<file path="config.mk">
export PLATFORM = sky130hd
export DESIGN_NAME = gcd_unit_param_flat
export DESIGN_NICKNAME = d
export VERILOG_FILES = /design/src/rtl/gcd_pkg.sv /design/src/rtl/gcd_unit_param_if.sv /design/src/rtl/gcd_datapath_param.sv /design/src/rtl/gcd_unit_param.sv /design/src/flat_wrapper.sv
export SDC_FILE = /design/constraint.sdc
export NUM_CORES = 1
export LEC_CHECK = 0
export BUFFER_PORTS_ARGS = -buffer_cell sky130_fd_sc_hd__buf_2
export CAP_MARGIN = 10
export CORE_AREA = 2 2 92 94
export DETAILED_ROUTE_END_ITERATION = 12
export DIE_AREA = 0 0 94 96
export GPL_ROUTABILITY_DRIVEN = 0
export GPL_TIMING_DRIVEN = 1
export RECOVER_POWER = 100
export SYNTH_ARGS = -nofsm -noshare
export SYNTH_HDL_FRONTEND = slang
export SYNTH_SLANG_ARGS = --single-unit
</file>
<file path="constraint.sdc">
create_clock -name clk -period 7.4 [get_ports clk]
set_input_delay 1.48 -clock clk [delete_from_list [all_inputs] [get_ports clk]]
set_output_delay 1.48 -clock clk [all_outputs]
set_load 0.01 [all_outputs]
</file>
<file path="src/rtl/gcd_pkg.sv">
// Shared types for the parametrised GCD unit: FSM state encoding and the
// A/B register mux selects driven by the controller into the datapath.
package gcd_pkg;

    localparam int STATE_W = 2;

    typedef enum logic [STATE_W-1:0] {
        IDLE = 2'b10,
        CALC = 2'b00,
        DONE = 2'b01
    } state_e;

    typedef enum logic [1:0] {
        A_SEL_HOLD = 2'd0,
        A_SEL_LOAD = 2'd1,
        A_SEL_B    = 2'd2,
        A_SEL_SUB  = 2'd3
    } a_sel_e;

    typedef enum logic [1:0] {
        B_SEL_HOLD = 2'd0,
        B_SEL_LOAD = 2'd1,
        B_SEL_A    = 2'd2,
        B_SEL_ZERO = 2'd3
    } b_sel_e;

endpackage

</file>
<file path="src/rtl/gcd_unit_param_if.sv">
// Operand/result handshake bundle for gcd_unit_param; the unit uses the
// slave modport, the requester/consumer side uses master.
interface gcd_unit_param_if #(
    parameter int WIDTH = 16,
    parameter int TAG_W = 4
);
    logic             operands_val;
    logic             operands_rdy;
    logic [WIDTH-1:0] operands_a;
    logic [WIDTH-1:0] operands_b;
    logic [TAG_W-1:0] operands_tag;
    logic             result_val;
    logic             result_rdy;
    logic [WIDTH-1:0] result_bits;
    logic [TAG_W-1:0] result_tag;
    logic             busy;

    modport slave (
        input  operands_val, operands_a, operands_b, operands_tag, result_rdy,
        output operands_rdy, result_val, result_bits, result_tag, busy
    );

    modport master (
        output operands_val, operands_a, operands_b, operands_tag, result_rdy,
        input  operands_rdy, result_val, result_bits, result_tag, busy
    );
endinterface

</file>
<file path="src/rtl/gcd_datapath_param.sv">
// GCD datapath: A/B/tag registers with their load muxes, the A-B subtractor
// and the A<B / B==0 flags consumed by the controller.
module gcd_datapath_param
    import gcd_pkg::*;
#(
    parameter int WIDTH = 16,
    parameter int TAG_W = 4
) (
    input  logic             clk,
    input  logic             reset,
    input  a_sel_e           a_sel_i,
    input  b_sel_e           b_sel_i,
    input  logic             tag_ld_i,
    input  logic [WIDTH-1:0] ld_a_i,
    input  logic [WIDTH-1:0] ld_b_i,
    input  logic [TAG_W-1:0] ld_tag_i,
    output logic [WIDTH-1:0] a_o,
    output logic [TAG_W-1:0] tag_o,
    output logic             a_lt_b_o,
    output logic             b_zero_o
);

    logic [WIDTH-1:0] a_q, a_d;
    logic [WIDTH-1:0] b_q, b_d;
    logic [TAG_W-1:0] tag_q, tag_d;
    logic [WIDTH-1:0] diff;

    // Only ever evaluated into A when A >= B, so it cannot wrap.
    assign diff = a_q - b_q;

    always_comb begin
        a_d = a_q;
        case (a_sel_i)
            A_SEL_HOLD: a_d = a_q;
            A_SEL_LOAD: a_d = ld_a_i;
            A_SEL_B:    a_d = b_q;
            A_SEL_SUB:  a_d = diff;
            default:    a_d = a_q;
        endcase
    end

    always_comb begin
        b_d = b_q;
        case (b_sel_i)
            B_SEL_HOLD: b_d = b_q;
            B_SEL_LOAD: b_d = ld_b_i;
            B_SEL_A:    b_d = a_q;
            B_SEL_ZERO: b_d = '0;
            default:    b_d = b_q;
        endcase
    end

    always_comb begin
        tag_d = tag_q;
        if (tag_ld_i) begin
            tag_d = ld_tag_i;
        end
    end

    always_ff @(posedge clk) begin
        if (reset) begin
            a_q   <= '0;
            b_q   <= '0;
            tag_q <= '0;
        end else begin
            a_q   <= a_d;
            b_q   <= b_d;
            tag_q <= tag_d;
        end
    end

    assign a_o      = a_q;
    assign tag_o    = tag_q;
    assign a_lt_b_o = (a_q < b_q);
    assign b_zero_o = (b_q == '0);

endmodule

</file>
<file path="src/rtl/gcd_unit_param.sv">
// Iterative subtract/swap GCD with tagged valid/ready request and result.
// Optional macro GCD_ZERO_SHORTCUT_EN resolves zero operands at accept time.
module gcd_unit_param
    import gcd_pkg::*;
#(
    parameter int WIDTH = 16,
    parameter int TAG_W = 4
) (
    input  logic            clk,
    input  logic            reset,
    gcd_unit_param_if.slave io
);

    state_e           state_q, state_d;
    a_sel_e           a_sel;
    b_sel_e           b_sel;
    logic             tag_ld;
    logic [WIDTH-1:0] ld_a;
    logic [WIDTH-1:0] a_val;
    logic [TAG_W-1:0] tag_val;
    logic             a_lt_b;
    logic             b_zero;

    gcd_datapath_param #(
        .WIDTH (WIDTH),
        .TAG_W (TAG_W)
    ) u_dpath (
        .clk      (clk),
        .reset    (reset),
        .a_sel_i  (a_sel),
        .b_sel_i  (b_sel),
        .tag_ld_i (tag_ld),
        .ld_a_i   (ld_a),
        .ld_b_i   (io.operands_b),
        .ld_tag_i (io.operands_tag),
        .a_o      (a_val),
        .tag_o    (tag_val),
        .a_lt_b_o (a_lt_b),
        .b_zero_o (b_zero)
    );

    always_comb begin
        state_d = state_q;
        a_sel   = A_SEL_HOLD;
        b_sel   = B_SEL_HOLD;
        tag_ld  = 1'b0;
        ld_a    = io.operands_a;
        case (state_q)
            IDLE: begin
                if (io.operands_val) begin
                    a_sel   = A_SEL_LOAD;
                    b_sel   = B_SEL_LOAD;
                    tag_ld  = 1'b1;
                    state_d = CALC;
`ifdef GCD_ZERO_SHORTCUT_EN
                    // A zero operand already fixes the answer: skip CALC.
                    if (io.operands_b == '0) begin
                        b_sel   = B_SEL_ZERO;
                        state_d = DONE;
                    end else if (io.operands_a == '0) begin
                        ld_a    = io.operands_b;
                        b_sel   = B_SEL_ZERO;
                        state_d = DONE;
                    end
`endif
                end
            end
            CALC: begin
                if (a_lt_b) begin
                    a_sel = A_SEL_B;
                    b_sel = B_SEL_A;
                end else if (!b_zero) begin
                    a_sel = A_SEL_SUB;
                end else begin
                    state_d = DONE;
                end
            end
            DONE: begin
                if (io.result_rdy) begin
                    state_d = IDLE;
                end
            end
            default: state_d = IDLE;
        endcase
    end

    always_ff @(posedge clk) begin
        if (reset) begin
            state_q <= IDLE;
        end else begin
            state_q <= state_d;
        end
    end

    assign io.operands_rdy = (state_q == IDLE);
    assign io.result_val   = (state_q == DONE);
    assign io.busy         = (state_q != IDLE);
    assign io.result_bits  = a_val;
    assign io.result_tag   = tag_val;

endmodule

</file>
<file path="src/flat_wrapper.sv">
// flat-port wrapper written by rule: the top's interface ports become plain ports
module gcd_unit_param_flat import gcd_pkg::*;
#(
    parameter int WIDTH = 16,
    parameter int TAG_W = 4
)
  (clk, reset, io_operands_val, io_operands_a, io_operands_b, io_operands_tag, io_result_rdy, io_operands_rdy, io_result_val, io_result_bits, io_result_tag, io_busy);
  gcd_unit_param_if #(.WIDTH(WIDTH), .TAG_W(TAG_W)) io_i ();
  input  logic clk;
  input  logic reset;
  input wire logic [$bits(io_i.operands_val)-1:0] io_operands_val;
  input wire logic [$bits(io_i.operands_a)-1:0] io_operands_a;
  input wire logic [$bits(io_i.operands_b)-1:0] io_operands_b;
  input wire logic [$bits(io_i.operands_tag)-1:0] io_operands_tag;
  input wire logic [$bits(io_i.result_rdy)-1:0] io_result_rdy;
  output wire logic [$bits(io_i.operands_rdy)-1:0] io_operands_rdy;
  output wire logic [$bits(io_i.result_val)-1:0] io_result_val;
  output wire logic [$bits(io_i.result_bits)-1:0] io_result_bits;
  output wire logic [$bits(io_i.result_tag)-1:0] io_result_tag;
  output wire logic [$bits(io_i.busy)-1:0] io_busy;
  assign io_i.operands_val = io_operands_val;
  assign io_i.operands_a = io_operands_a;
  assign io_i.operands_b = io_operands_b;
  assign io_i.operands_tag = io_operands_tag;
  assign io_i.result_rdy = io_result_rdy;
  assign io_operands_rdy = io_i.operands_rdy;
  assign io_result_val = io_i.result_val;
  assign io_result_bits = io_i.result_bits;
  assign io_result_tag = io_i.result_tag;
  assign io_busy = io_i.busy;
  gcd_unit_param #(.WIDTH(WIDTH), .TAG_W(TAG_W)) u_core (.clk(clk), .reset(reset), .io(io_i));
endmodule
</file>
==> flow_summary.html <==
<table>
<tr><th>Metric</th><th>Value</th></tr>
<tr><th colspan="2">CTS</th></tr>
<tr><td>Inserted Clock Buffers</td><td>5</td></tr>
<tr><td>Clock edge transition at the registers on the reported setup and hold paths</td><td>0.09 ns</td></tr>
<tr><td>Post-CTS Repair Setup Buffers</td><td>0</td></tr>
<tr><td>Clock root buffer</td><td>clkbuf_8</td></tr>
<tr><td>Insertion delay of the later-clocked pin in the worst-skew pair</td><td>0.29 ns</td></tr>
<tr><td>Hold buffers post-CTS</td><td>0</td></tr>
<tr><td>Deepest clock path buffer count</td><td>2</td></tr>
<tr><td>CTS H-tree depth</td><td>2</td></tr>
<tr><td>Clock tree from TritonCTS</td><td>yes</td></tr>
<tr><td>CTS resizes</td><td>0</td></tr>
<tr><td>Clock Sink Count</td><td>38</td></tr>
<tr><th colspan="2">Die</th></tr>
<tr><td>Starting density of the core</td><td>33.8%</td></tr>
<tr><td>Std-Cell Rows</td><td>33</td></tr>
<tr><td>Floorplan Core Area</td><td>8050 um2</td></tr>
<tr><td>Ports</td><td>63</td></tr>
<tr><td>Area enclosed by the die boundary</td><td>9020 um2</td></tr>
<tr><td>Horizontal die dimension</td><td>94 um</td></tr>
<tr><td>Chip height</td><td>96 um</td></tr>
<tr><th colspan="2">Timing</th></tr>
<tr><td>Final total negative setup slack</td><td>0 ns</td></tr>
<tr><td>Pins Over Slew Limit</td><td>39</td></tr>
<tr><td>WHS</td><td>0.503 ns</td></tr>
<tr><td>Max-slew headroom</td><td>-51.6%</td></tr>
<tr><td>Unrepaired setup endpoints after global routing</td><td>no</td></tr>
<tr><td>Maximum achievable frequency</td><td>0.225 GHz</td></tr>
<tr><td>Post-route worst setup slack</td><td>2.96 ns</td></tr>
<tr><td>Final setup violation count</td><td>0</td></tr>
<tr><td>Final-report hold violation count</td><td>0</td></tr>
<tr><td>Final Cycle Share</td><td>60.1%</td></tr>
<tr><td>Layout Skew</td><td>0.00991 ns</td></tr>
<tr><td>Actual slew at the worst max-slew pin</td><td>2.27 ns</td></tr>
<tr><td>Clock period minus worst slack</td><td>4.44 ns</td></tr>
<tr><th colspan="2">Global routing</th></tr>
<tr><td>Maximum number of pins on one net before global-route repair</td><td>39</td></tr>
<tr><td>Global router's overall resource usage</td><td>16.0%</td></tr>
<tr><td>Initial antenna violation count</td><td>0</td></tr>
<tr><td>Vias in the first global route</td><td>2289</td></tr>
<tr><td>Remaining global-route overflow</td><td>0</td></tr>
<tr><td>First-pass GRT wire length</td><td>11400 um</td></tr>
<tr><th colspan="2">Synthesis</th></tr>
<tr><td>Synthesized area divided by synthesized cell count</td><td>8.65 um2</td></tr>
<tr><td>Post-synthesis register bit count</td><td>38</td></tr>
<tr><td>Net count after synthesis</td><td>372</td></tr>
<tr><td>Number of distinct library cell variants in the gate-level netlist after synthesis</td><td>46</td></tr>
<tr><td>Area leader, netlist</td><td>dfxtp_1</td></tr>
<tr><td>Top cells by area in the synthesized netlist</td><td>dfxtp_1, mux2i_1, a211oi_2</td></tr>
<tr><td>Mapped cell area</td><td>2730 um2</td></tr>
<tr><td>Ys Warns</td><td>0</td></tr>
<tr><td>Gate count of the mapped netlist</td><td>315</td></tr>
<tr><td>Share of the yosys chip area belonging to registers</td><td>27.9%</td></tr>
<tr><td>Area share of the largest cell type after synthesis</td><td>27.9%</td></tr>
<tr><th colspan="2">Finish</th></tr>
<tr><td>Fin nets</td><td>426</td></tr>
<tr><td>Finished layout cell area</td><td>3090 um2</td></tr>
<tr><td>Total area of sequential cells</td><td>761 um2</td></tr>
<tr><td>Share of post-route cells with drive strength above 1</td><td>20.0%</td></tr>
<tr><td>Final non-filler cell total</td><td>475</td></tr>
<tr><td>Post-synthesis to final-layout area growth</td><td>13.5%</td></tr>
<tr><td>Footprint of the multi-input gates</td><td>1720 um2</td></tr>
<tr><td>Post-layout util</td><td>38.4%</td></tr>
<tr><td>Number of filler cells placed in the layout</td><td>884</td></tr>
<tr><td>Diodes inserted</td><td>0</td></tr>
<tr><th colspan="2">Setup path</th></tr>
<tr><td>Cell chain of the critical path</td><td>inv_1, ha_1, inv_1, fa_1, a211oi_1, o21ai_0, o311ai_0, nand3_2, or3_1, clkbuf_1, nand3_1, nor2_1, a211oi_2</td></tr>
<tr><td>Slowest cell on the critical path</td><td>nand3_1</td></tr>
<tr><td>CP Buf/Inv Count</td><td>3</td></tr>
<tr><td>Critical Path Start Type</td><td>flip-flop</td></tr>
<tr><td>Library cell appearing most often on the critical path</td><td>inv_1</td></tr>
<tr><td>CP max FO</td><td>17</td></tr>
<tr><td>Classification of the worst setup path</td><td>reg2reg</td></tr>
<tr><td>Crit path arrival time</td><td>4.52 ns</td></tr>
<tr><td>Category of cells accounting for the largest share of critical-path delay</td><td>simple AND/OR/NAND/NOR gates</td></tr>
<tr><td>Critical path capture point type</td><td>flip-flop</td></tr>
<tr><td>Worst endpoint required time</td><td>7.48 ns</td></tr>
<tr><td>CP max stage delay</td><td>0.78 ns</td></tr>
<tr><th colspan="2">Placement</th></tr>
<tr><td>Placed cell count</td><td>467</td></tr>
<tr><td>Detail Placement HPWL</td><td>5060 um</td></tr>
<tr><td>Input/output buffers</td><td>62</td></tr>
<tr><td>Minimum setup slack after placement</td><td>3.84 ns</td></tr>
<tr><td>Placed standard-cell area</td><td>3070 um2</td></tr>
<tr><th colspan="2">Power</th></tr>
<tr><td>Power, Total</td><td>1.84 mW</td></tr>
<tr><td>Power density of the placed cells</td><td>595 nW/um2</td></tr>
<tr><td>Static leakage power</td><td>1.33 nW</td></tr>
<tr><td>Max VDD drop</td><td>214 uV</td></tr>
<tr><th colspan="2">Route</th></tr>
<tr><td>1st-iter DRT viols</td><td>89</td></tr>
<tr><td>Routed WL per cell</td><td>14.5 um</td></tr>
<tr><td>Number of vias in the routed layout</td><td>2442</td></tr>
<tr><td>Final WL</td><td>6900 um</td></tr>
<tr><td>Count of TritonRoute iterations in the first routing pass</td><td>4</td></tr>
<tr><td>Per-cell via count in the routed design</td><td>5.14</td></tr>
<tr><td>Drt drc</td><td>0</td></tr>
<tr><td>Residual antenna-violating net count after detailed routing</td><td>0</td></tr>
<tr><th colspan="2">Hold path</th></tr>
<tr><td>Hold Path Class</td><td>reg2reg</td></tr>
<tr><th colspan="2">Run status</th></tr>
<tr><td>Violations in the final reports</td><td>max-capacitance violations, max-slew violations</td></tr>
<tr><td>Outcome</td><td>finished, violations left</td></tr>
<tr><th colspan="2">Job</th></tr>
<tr><td>Maxcap violations</td><td>1</td></tr>
</table>
flip-flops by register name, summed over array words and instances (netlist names):
signal and cells:
u_core.u_dpath.a_o 16, u_core.u_dpath.b_q 16, u_core.u_dpath.tag_o 4, u_core.state_q 2
per-layer routing:
metal  global-route usage [%]  up-vias  wire length (um)
li1                         -     1254                 -
met1                     22.7     1119              3370
met2                     25.4       62              3100
met3                     2.74        7               350
met4                     3.62        0                78
met5                        0        -                 0
cells in the final DEF, fill, tap and decap left out, drive strengths merged, types with 3 or more instances in the layout:
master	synthesis	final
a211oi	23	23
a21boi	3	3
a21o	3	3
a21oi	13	13
a221oi	11	11
a22oi	4	4
buf	9	39
clkbuf	8	30
dfxtp	38	38
ha	16	16
inv	21	21
mux2i	21	21
nand2	10	10
nor2	53	53
nor2b	4	4
nor3	15	15
nor4	4	4
o21ai	23	23
xnor2	4	4
xor2	8	8
cell usage after synthesis (all sizes together):
master   number
nor2         53
dfxtp        38
a211oi       23
o21ai        23
inv          21
mux2i        21
ha           16
nor3         15
a21oi        13
a221oi       11
nand2        10
buf           9
clkbuf        8
xor2          8
a22oi         4
nor2b         4
nor4          4
xnor2         4
a21boi        3
a21o          3
nand2b        2
nand3         2
nand4         2
o21a          2
o21bai        2
o31ai         2
or3           2
a31oi         1
a32oi         1
a41oi         1
and2          1
fa            1
o211ai        1
o2bb2ai       1
o311ai        1
o31a          1
or2           1
worst min-delay path: stages (launching register included):
cell     delay (ns)
dfxtp_1        0.33
mux2i_1        0.07
nor2_1         0.07
final cells by class:
class / instances / area share [%]
Sequential cell: 38 / 24.6
Multi-Input combinational cell: 239 / 55.7
Inverter: 21 / 2.55
Clock buffer: 5 / 2.22
Clock inverter: 3 / 1.29
Timing Repair Buffer: 64 / 9.43
Tap cell: 105 / 4.25
cell families (layout without fill, tap and decap cells):
family,count (synthesis),after routing,synth area share [%]
and+or+nand+nor,96,96,18.4
AOI/OAI and AO/OA,93,93,27.0
DFF,38,38,27.9
buffers and inverters,38,93,7.02
muxes,21,21,7.71
adders and majority gates,17,17,8.08
xor gates and xnor gates,12,12,3.86
path summary, 6_finish.rpt:
kind,start,endpoint,slack (ns),cells after the start
worst max register to register,u_core.u_dpath.a_o[0],u_core.u_dpath.a_o[7],2.96,13
worst max-delay path,u_core.u_dpath.a_o[0],u_core.u_dpath.a_o[7],2.96,13
worst min register to register,u_core.u_dpath.tag_o[3],u_core.u_dpath.tag_o[3],0.50,2
worst min-delay path,u_core.u_dpath.tag_o[3],u_core.u_dpath.tag_o[3],0.50,2
power breakdown:
group / switching (mW) / total (mW) / leakage, nW / internal [mW]
sequential: 0.110 / 0.409 / 0.314 / 0.299
clock: 0.0782 / 0.178 / 0.0579 / 0.0993
combinational: 0.735 / 1.25 / 0.957 / 0.519
total: 0.923 / 1.84 / 1.33 / 0.918
Power figures use the tool's default switching activity.
